===== src/rtl/if_xlate_pkg.sv =====
// Shared types, exception codes and DMW decode helpers for the fetch address translation stage.
package if_xlate_pkg;

   typedef enum logic [1:0] {
      StIdle,
      StTlbw,
      StReq,
      StExch
   } xlate_state_e;

   localparam logic [5:0] ECODE_ADEF = 6'h08;
   localparam logic [5:0] ECODE_TLBR = 6'h3F;

   // DMW CSR layout: PLV0 enable, PLV3 enable, MAT[5:4] (unused by fetch), PSEG, VSEG.
   localparam int unsigned DMW_PLV0_BIT = 0;
   localparam int unsigned DMW_PLV3_BIT = 3;
   localparam int unsigned DMW_PSEG_LSB = 25;
   localparam int unsigned DMW_PSEG_MSB = 27;
   localparam int unsigned DMW_VSEG_LSB = 29;
   localparam int unsigned DMW_VSEG_MSB = 31;

   // PLV1/PLV2 have no enable bit, so they never hit a window.
   function automatic logic dmw_hit(input logic [31:0] dmw, input logic [31:0] va,
                                    input logic [1:0] plv);
      logic plv_en;
      plv_en = (plv == 2'd0) ? dmw[DMW_PLV0_BIT] :
               (plv == 2'd3) ? dmw[DMW_PLV3_BIT] : 1'b0;
      return plv_en && (dmw[DMW_VSEG_MSB:DMW_VSEG_LSB] == va[31:29]);
   endfunction

   function automatic logic [31:0] dmw_pa(input logic [31:0] dmw, input logic [31:0] va);
      return {dmw[DMW_PSEG_MSB:DMW_PSEG_LSB], va[28:0]};
   endfunction

endpackage


===== src/rtl/if_xlate_utlb.sv =====
// Single-entry micro-TLB for fetch translations; only built when IF_XLATE_UTLB_EN is defined.
module if_xlate_utlb
   import if_xlate_pkg::*;
(
   input  logic        clk,
   input  logic        rst_n,
   input  logic [19:0] lookup_vpn,
   input  logic        fill,
   input  logic [19:0] fill_vpn,
   input  logic [19:0] fill_ppn,
   input  logic        tlb_inv,
   input  logic        crmd_da,
   input  logic        crmd_pg,
   output logic        hit,
   output logic [19:0] ppn
);

   logic        valid_q;
   logic [19:0] vpn_q;
   logic [19:0] ppn_q;
   logic [1:0]  mode_q;
   logic        mode_change;

   // Any change of DA/PG changes the meaning of a cached translation.
   assign mode_change = ({crmd_da, crmd_pg} != mode_q);

   // Entry state: invalidation beats a same-cycle fill.
   always_ff @(posedge clk or negedge rst_n) begin
      if (!rst_n) begin
         valid_q <= 1'b0;
         vpn_q   <= '0;
         ppn_q   <= '0;
         mode_q  <= 2'b00;
      end else begin
         mode_q <= {crmd_da, crmd_pg};
         if (tlb_inv || mode_change) begin
            valid_q <= 1'b0;
         end else if (fill) begin
            valid_q <= 1'b1;
            vpn_q   <= fill_vpn;
            ppn_q   <= fill_ppn;
         end
      end
   end

   assign hit = valid_q && (vpn_q == lookup_vpn);
   assign ppn = ppn_q;

endmodule


===== src/rtl/if_addr_xlate.sv =====
// Fetch VA->PA translation: DA, DMW0/DMW1 windows, or mapped lookup via the TLB fetch port.
// Optional micro-TLB enabled by defining IF_XLATE_UTLB_EN.
module if_addr_xlate
   import if_xlate_pkg::*;
#(
   parameter int unsigned VA_W    = 32,
   parameter int unsigned TLB_LAT = 1
) (
   input  logic            clk,
   input  logic            rst_n,
   input  logic            pc_vld,
   input  logic [VA_W-1:0] pc,
   output logic            pc_rdy,
   input  logic            flush,
   input  logic            crmd_da,
   input  logic            crmd_pg,
   input  logic [1:0]      crmd_plv,
   input  logic [31:0]     dmw0,
   input  logic [31:0]     dmw1,
   input  logic            tlb_inv,
   output logic [19:0]     tlb_vpn,
   output logic            tlb_req_vld,
   input  logic            tlb_hit,
   input  logic [19:0]     tlb_ppn,
   output logic            ic_req_vld,
   output logic [VA_W-1:0] ic_req_pa,
   input  logic            ic_req_rdy,
   output logic            exc_vld,
   output logic [5:0]      exc_ecode,
   output logic [VA_W-1:0] exc_badv
);

   if (VA_W != 32 || TLB_LAT != 1) begin : g_param_check
      $error("if_addr_xlate supports only VA_W=32 and TLB_LAT=1");
   end

   xlate_state_e    state_q;
   logic [VA_W-1:0] va_q;

   logic        accept;
   logic        adef;
   logic        dmw0_hit;
   logic        dmw1_hit;
   logic        direct;
   logic [31:0] direct_pa;
   logic        utlb_hit;
   logic [19:0] utlb_ppn;

   assign accept    = (state_q == StIdle) && pc_vld && !flush;
   assign adef      = (pc[1:0] != 2'b00);
   assign dmw0_hit  = dmw_hit(dmw0, pc, crmd_plv);
   assign dmw1_hit  = dmw_hit(dmw1, pc, crmd_plv);
   assign direct    = crmd_da || dmw0_hit || dmw1_hit;
   // DA wins over PG; DMW0 wins over DMW1.
   assign direct_pa = crmd_da  ? pc :
                      dmw0_hit ? dmw_pa(dmw0, pc) : dmw_pa(dmw1, pc);

`ifdef IF_XLATE_UTLB_EN
   logic utlb_fill;
   assign utlb_fill = (state_q == StTlbw) && tlb_hit && !flush;

   if_xlate_utlb u_utlb (
      .clk        (clk),
      .rst_n      (rst_n),
      .lookup_vpn (pc[31:12]),
      .fill       (utlb_fill),
      .fill_vpn   (va_q[31:12]),
      .fill_ppn   (tlb_ppn),
      .tlb_inv    (tlb_inv),
      .crmd_da    (crmd_da),
      .crmd_pg    (crmd_pg),
      .hit        (utlb_hit),
      .ppn        (utlb_ppn)
   );
`else
   logic unused_inputs;
   assign unused_inputs = ^{crmd_pg, tlb_inv};
   assign utlb_hit      = 1'b0;
   assign utlb_ppn      = '0;
`endif

   // The TLB strobe must leave in the accept cycle to meet the 1-cycle lookup latency.
   assign tlb_req_vld = accept && !adef && !direct && !utlb_hit;
   assign tlb_vpn     = tlb_req_vld ? pc[31:12] : '0;

   // Translation FSM with registered handshake and exception outputs; flush overrides all.
   always_ff @(posedge clk or negedge rst_n) begin
      if (!rst_n) begin
         state_q    <= StIdle;
         va_q       <= '0;
         pc_rdy     <= 1'b1;
         ic_req_vld <= 1'b0;
         ic_req_pa  <= '0;
         exc_vld    <= 1'b0;
         exc_ecode  <= '0;
         exc_badv   <= '0;
      end else begin
         exc_vld <= 1'b0;
         if (flush) begin
            state_q    <= StIdle;
            pc_rdy     <= 1'b1;
            ic_req_vld <= 1'b0;
         end else begin
            unique case (state_q)
               StIdle: begin
                  if (pc_vld) begin
                     va_q   <= pc;
                     pc_rdy <= 1'b0;
                     if (adef) begin
                        state_q   <= StExch;
                        exc_vld   <= 1'b1;
                        exc_ecode <= ECODE_ADEF;
                        exc_badv  <= pc;
                     end else if (direct) begin
                        state_q    <= StReq;
                        ic_req_vld <= 1'b1;
                        ic_req_pa  <= direct_pa;
                     end else if (utlb_hit) begin
                        state_q    <= StReq;
                        ic_req_vld <= 1'b1;
                        ic_req_pa  <= {utlb_ppn, pc[11:0]};
                     end else begin
                        state_q <= StTlbw;
                     end
                  end
               end
               StTlbw: begin
                  if (tlb_hit) begin
                     state_q    <= StReq;
                     ic_req_vld <= 1'b1;
                     ic_req_pa  <= {tlb_ppn, va_q[11:0]};
                  end else begin
                     state_q   <= StExch;
                     exc_vld   <= 1'b1;
                     exc_ecode <= ECODE_TLBR;
                     exc_badv  <= va_q;
                  end
               end
               StReq: begin
                  if (ic_req_rdy) begin
                     state_q    <= StIdle;
                     ic_req_vld <= 1'b0;
                     pc_rdy     <= 1'b1;
                  end
               end
               StExch: begin
                  // Hold until the pipeline redirects with flush.
                  state_q <= StExch;
               end
               default: state_q <= StIdle;
            endcase
         end
      end
   end

endmodule

===== config.mk =====
export PLATFORM = sky130hd
export DESIGN_NAME = if_addr_xlate
export DESIGN_NICKNAME = d
export VERILOG_FILES = /design/src/rtl/if_xlate_pkg.sv /design/src/rtl/if_xlate_utlb.sv /design/src/rtl/if_addr_xlate.sv
export SDC_FILE = /design/constraint.sdc
export NUM_CORES = 1
export LEC_CHECK = 0
export ABC_AREA = 1
export CORE_ASPECT_RATIO = 1.5
export CORE_UTILIZATION = 45
export CTS_CLUSTER_DIAMETER = 200
export DETAILED_ROUTE_END_ITERATION = 16
export PLACE_DENSITY = 0.95
export SLEW_MARGIN = 40
export SYNTH_ARGS = -nofsm -noshare
export SYNTH_HDL_FRONTEND = slang
export SYNTH_SLANG_ARGS = --single-unit
export TNS_END_PERCENT = 50

===== constraint.sdc =====
create_clock -name clk -period 3 [get_ports clk]
set_clock_uncertainty 0.15 [all_clocks]
set_input_delay 0.3 -clock clk [delete_from_list [all_inputs] [get_ports clk]]
set_output_delay 0.3 -clock clk [all_outputs]
set_load 0.01 [all_outputs]

# Word level (Yosys, flattened, before mapping)
# Index checks and enable logic that the tools add are counted.
[classes]
n_eq_ne = 17
n_reduce_logical = 23
bitwise = 1
n_mux = 43
[op_table]
columns = ["operator", "n"]
rows = [
  ["32-bit two-way mux", 9],
  ["32-bit case mux with 2 select lines", 2],
  ["20-bit two-way mux", 1],
  ["1-bit two-way mux", 18],
  ["6-bit two-way mux", 3],
  ["3-bit inequality test, second input constant", 5],
  ["2-bit inequality test, second input constant", 6],
  ["6-bit case mux with 2 select lines", 1],
  ["6-bit AND reduction", 2],
  ["2-bit two-way mux", 5],
  ["2-bit case mux with 4 select lines", 1],
  ["2-bit equality test, second input constant", 3],
  ["3-bit equality test", 2],
  ["1-bit logical AND", 6],
  ["3-bit AND reduction", 2],
  ["5-bit AND reduction", 1],
  ["2-bit logical NOT", 2],
  ["1-bit case mux with 2 select lines", 2],
  ["2-bit nonzero test", 2],
  ["4-bit nonzero test", 1],
  ["1-bit logical NOT", 3],
  ["1-bit case mux with 3 select lines", 1],
  ["3-bit nonzero test", 1],
  ["2-bit by 1-bit equality test with 1-bit output, second input constant", 1],
  ["other kinds (3)", 4],
]
[word_totals]
output_inout_bits = 94
ff_bits = 107

# Logic depth before layout (Yosys ltp)
# Gate-level depths: netlist of the first run.
[logic_depth]
word_depth = 11
depth_mapped = 12
mapped_depth_nobuf = 12

# Least setup slack after synthesis of the first run
# Ideal clock, no wire load.
[synth_path]
path_kind = "reg-to-output"
startpoint = "register state_q[0]"
endpoint = "output tlb_vpn[10]"
stages_incl_launch_ff = 8
arrival_ps = 1543
setup_slack_ps = 1007
path_cell_list = "dfrtp_1 inv_1 ha_1 inv_2 nor3_1 nand3_1 buf_2 nor2_1"
[synth_via]
elab_chain_cells = 6
[synth_rtl]
columns = ["item", "line", "rtl"]
rows = [
  ["start: declaration", "if_addr_xlate.sv:37", "xlate_state_e state_q;"],
  ["start signal: assignment", "if_addr_xlate.sv:89", "state_q <= StIdle;"],
  ["start signal: assignment", "if_addr_xlate.sv:100", "state_q <= StIdle;"],
  ["start signal: assignment", "if_addr_xlate.sv:110", "state_q <= StExch;"],
  ["2-bit logical NOT", "if_addr_xlate.sv:49", "assign accept = (state_q == StIdle) && pc_vld && !flush;"],
  ["1-bit logical AND (2 in a row)", "if_addr_xlate.sv:49", ""],
  ["1-bit logical AND (2 in a row)", "if_addr_xlate.sv:83", "assign tlb_req_vld = accept && !adef && !direct && !utlb_hit;"],
  ["20-bit two-way mux", "if_addr_xlate.sv:84", "assign tlb_vpn = tlb_req_vld ? pc[31:12] : '0;"],
  ["end: declaration", "if_addr_xlate.sv:21", "output logic [19:0] tlb_vpn,"],
]
# Every way passes these cells.

# Final worst setup path of the first run
# Ends and elaborated chain as after synthesis.

==> run summary, run 1 <==
The number of enable-type register cells in the synthesized netlist is 0. The post-detailed-route count of antenna-violating nets came out at 0. The power density of the placed cells came out at between 900 and 1000 mW/mm2.

At the pin with the least slew margin, the transition time is approximately 0.57 ns. TritonCTS built the clock tree. The vertical die dimension came out at 128.1 um.

The relative contribution of combinational cells to total power came out at between 40% and 50%. The path class of the lowest-slack min-delay path is input port to flop. The final layout contains 886 nets. The worst pin sits at a relative slew slack of 61.86%. The worst setup path is captured at an output port.

The library cell used most frequently in the layout, excluding fill and tap cells, is sky130_fd_sc_hd__nand2_1. The async set or reset register ratio after synthesis is 100.0%. Entering global routing, the biggest net connects 104 pins. The die covers 0.01103 mm2.

Compared with the post-synthesis result, the final layout area differs by 45.49%. The synthesis-stage register bit count came out at 103. The standby leakage power is approximately 3.3 nW. The category of the critical setup timing path is flop to output port. The endpoint of the worst hold-timing path is exc_badv[29]. The number of iterations in the first detailed-routing pass is 5.

The cell area after placement is about 0.0066 mm2. The wire length of the first global-routing pass is approximately 21000 um. In this run the critical register-to-register path is captured at exc_ecode[4]. The fraction of the yosys area taken by sequential cells came out at 54.04%. The final worst-path cycle share came out at 95.93%. The tree is rooted in a sky130_fd_sc_hd__clkbuf_16. The final routed wire length divided by cell count came out at 14.14 um.

Net switching is 36.59% of the power. Setup violations remaining at the end of the flow were counted as 0. STA classifies the critical path startpoint as a flop.

The hold path depth is 3. The flow ran to the end, and the final reports show no timing, DRC or antenna violations. The switching power total came out at 0.002380 W. The horizontal die dimension is 86.08 um.

The total count of max-transition violations in the final report is 0. The area fraction in compound gates after synthesis came out at 13.92%. Timing would allow up to approximately 350 MHz. The combined global-route utilization of all metal layers came out at 23.80%.

The total wire length is 12740 um. The maximum fanout count along the critical path came out at 21. The finished layout cell area came out at 0.006943 mm2. The proportion of power drawn by flip-flops and latches came out at a little over a third. STA puts the critical path data required time at 2.55 ns. The worst register-to-register path begins at state_q[1]. The aggregate global routing overflow came out at 0. Each instance of the synthesized netlist takes up on average 7.993 um2.

The core area is 0.01019 mm2. Counting along the longest clock path gives a buffer depth of 2. The peak ir drop on the vdd network came out at 0.0004571 V. The synthesized netlist devotes 1.075% of its cell area to XOR and XNOR gates. The main combinational cell family by area after synthesis is simple AND/OR/NAND/NOR gates. The number of buffers created by CTS is 9. The total number of yosys warnings is 0. The main flop type after synthesis is sky130_fd_sc_hd__dfrtp_1. The number of filler instances in the final layout is ~760. Of the cells placed in the final design, the portion with a size suffix greater than 1 is 5.789%. The number of ports placed on the die boundary came out at 221.

The arrival time at the worst endpoint is 2.43 ns. The count of clock tree sinks came out at 103. The floorplan row count came out at 45. The number of remaining DRC errors is 0. The via count of the first global-routing pass came out at approximately 4400. Synthesis produced 597 cells. The final hold violation count is 0.

The total of buffers placed on input and output ports came out at 170. Setup repair after global routing left no endpoint under its margin. The clock-pin slew on the worst setup and hold paths came out at 0.07 ns. The number of vias after detailed routing came out at 4561. The worst-case register-to-register setup slack is 0.28 ns. Across the run, the number of max-cap violations was 0.

The insertion delay to the later sink of the worst-skew pair came out at 0.34 ns. In this run the most critical hold path is launched from pc[29]. The placed wire-length estimate is 8964 um. The time the worst path needs with I/O delays and setup came out at around 2.9 ns.

The area of the mapped netlist came out at 0.004772 mm2. The total negative setup slack came out at 0 ns. The library cells used most frequently in the layout, excluding fill and tap cells, are sky130_fd_sc_hd__nand2_1, sky130_fd_sc_hd__clkdlybuf4s50_1, sky130_fd_sc_hd__dfrtp_1. The mux share of post-synthesis cell area is 0%. The post-synth net total came out at 728. The CTS H-tree depth is 3. The congestion estimate from routability-driven global placement came to roughly 0.85. The number of different library cells used by synthesis comes to 26. The synthesized-area fraction occupied by and/or/nand/nor cells came out at 21.95%. The depth of the worst register-to-register path came out at 10.

The first routing iteration left around 190 violations. The fraction of power consumed by the clock network is 19.6%. The count of inserted antenna diode cells came out at 0. The internal power component is approximately 0.0041 W. The post-synthesis adder-cell area fraction is under 10%.

The routed via count divided by cell count came out at 5.062. The initial antenna violation count came out at 0. The initial core utilization is a little under half.
## worst max-delay path, stage by stage, from the launching register on
cell                              delay (ns)
sky130_fd_sc_hd__dfrtp_1                0.41
sky130_fd_sc_hd__inv_1                  0.17
sky130_fd_sc_hd__ha_4                   0.21
sky130_fd_sc_hd__inv_2                  0.07
sky130_fd_sc_hd__nor3_4                 0.21
sky130_fd_sc_hd__nand3_1                0.16
sky130_fd_sc_hd__buf_12                 0.19
sky130_fd_sc_hd__nor2_1                 0.11
sky130_fd_sc_hd__clkdlybuf4s50_1        0.55
## cell families (layout without fill, tap and decap cells)
group / count (synthesis) / count (layout)
and+or+nand+nor: 266 / 266
AOI/OAI and AO/OA: 132 / 132
DFF: 103 / 103
buffers and inverters: 87 / 250
xor gates and xnor gates: 5 / 5
adders and majority gates: 4 / 4
## flip-flops by register name, indices dropped and copies added (netlist names)
signal	cells
exc_vld	1
ic_req_pa	32
pc_rdy	1
exc_badv	32
state_q	2
ic_req_vld	1
exc_ecode	2
va_q	32
## synthesized netlist by cell type, types with 2 or more instances
cell,number,area (um2)
sky130_fd_sc_hd__inv_2,5,18.77
sky130_fd_sc_hd__nor2_1,54,202.7
sky130_fd_sc_hd__xor2_1,2,17.52
sky130_fd_sc_hd__nor2_2,2,12.51
sky130_fd_sc_hd__inv_1,48,180.2
sky130_fd_sc_hd__dfrtp_1,102,2552
sky130_fd_sc_hd__o21ai_1,9,45.04
sky130_fd_sc_hd__buf_2,6,30.03
sky130_fd_sc_hd__nand2_1,191,716.9
sky130_fd_sc_hd__o21ai_0,77,385.4
sky130_fd_sc_hd__nand4_1,3,18.77
sky130_fd_sc_hd__a31oi_1,3,18.77
sky130_fd_sc_hd__buf_4,6,45.04
sky130_fd_sc_hd__xnor2_1,2,17.52
sky130_fd_sc_hd__nand3_1,8,40.04
sky130_fd_sc_hd__nand3_2,3,30.03
sky130_fd_sc_hd__clkbuf_1,17,63.81
sky130_fd_sc_hd__ha_1,4,50.05
sky130_fd_sc_hd__buf_6,3,33.78
sky130_fd_sc_hd__a21oi_1,43,215.2
sky130_fd_sc_hd__nor3_1,4,20.02
## layout make-up
type | count | area (um2) | area share (%)
clock buffer | 10 | 239.0 | 3.442
clock inverter | 6 | 91.34 | 1.316
inverter | 54 | 209.0 | 3.010
multi-input combinational | 407 | 1842 | 26.53
sequential | 103 | 2579 | 37.14
tap | 141 | 176.4 | 2.541
timing repair buffer | 180 | 1807 | 26.02
## per-stage QoR
stage / hold WS (ns) / utilization (%) / cells / power [W] / setup WS (ns)
floorplan: -0.1456 / - / 597 / 0.003868 / 1.007
global placement: 0.2579 / 64.44 / 884 / 0.005076 / 0.1816
detailed placement: 0.2662 / 64.47 / 884 / 0.005208 / 0.09950
CTS: 0.3221 / 67.88 / 901 / 0.006500 / 0.01895
global route: 0.2038 / 68.13 / 901 / 0.006974 / 0.006585
finish: 0.2005 / 68.13 / 901 / 0.006505 / 0.1222
## what timing repair did
item | CTS | global route
endpoints found under the hold margin | 102 | 0
setup endpoints to repair | 21 | 20
resized for setup | 2 | 5
cloned | 0 | 0
hold buffers | 1 | 0
buffers inserted | 0 | 0
## how the worst max path moves through the flow
stage	from	to	slack [ns]	cells after the start
after global placement	pc[30]	tlb_vpn[1]	0.18	10
after global routing	state_q[0]	tlb_vpn[7]	0.007	8
final	state_q[0]	tlb_vpn[10]	0.12	8
after floorplan	state_q[0]	tlb_vpn[10]	1.01	7
after detailed placement	pc[30]	tlb_vpn[7]	0.1	10
after CTS	state_q[0]	tlb_vpn[13]	0.02	8
## routing by layer
metal	track usage (%)	part of all wire, %
met3	4.121	6.3
met1	28.84	40
met4	11.18	3.4
met5	0	0
met2	40.85	50
## power groups by stage
stage	clock [W]	sequential [W]	combinational, W
floorplan	0	0.00253	0.00133
global placement	0	0.00236	0.00272
detailed placement	0	0.00239	0.00282
CTS	0.00129	0.00237	0.00284
global route	0.00135	0.00245	0.00318
finish	0.00127	0.00237	0.00286
No activity file was read; power rests on OpenSTA's default activity.
==> run 2, diff against run 1 <==
Settings changed: CTS_CLUSTER_SIZE from default to 30.
==> results of run 2 <==
Same layout as run 1: the final DEF is identical, and so are final timing and power.
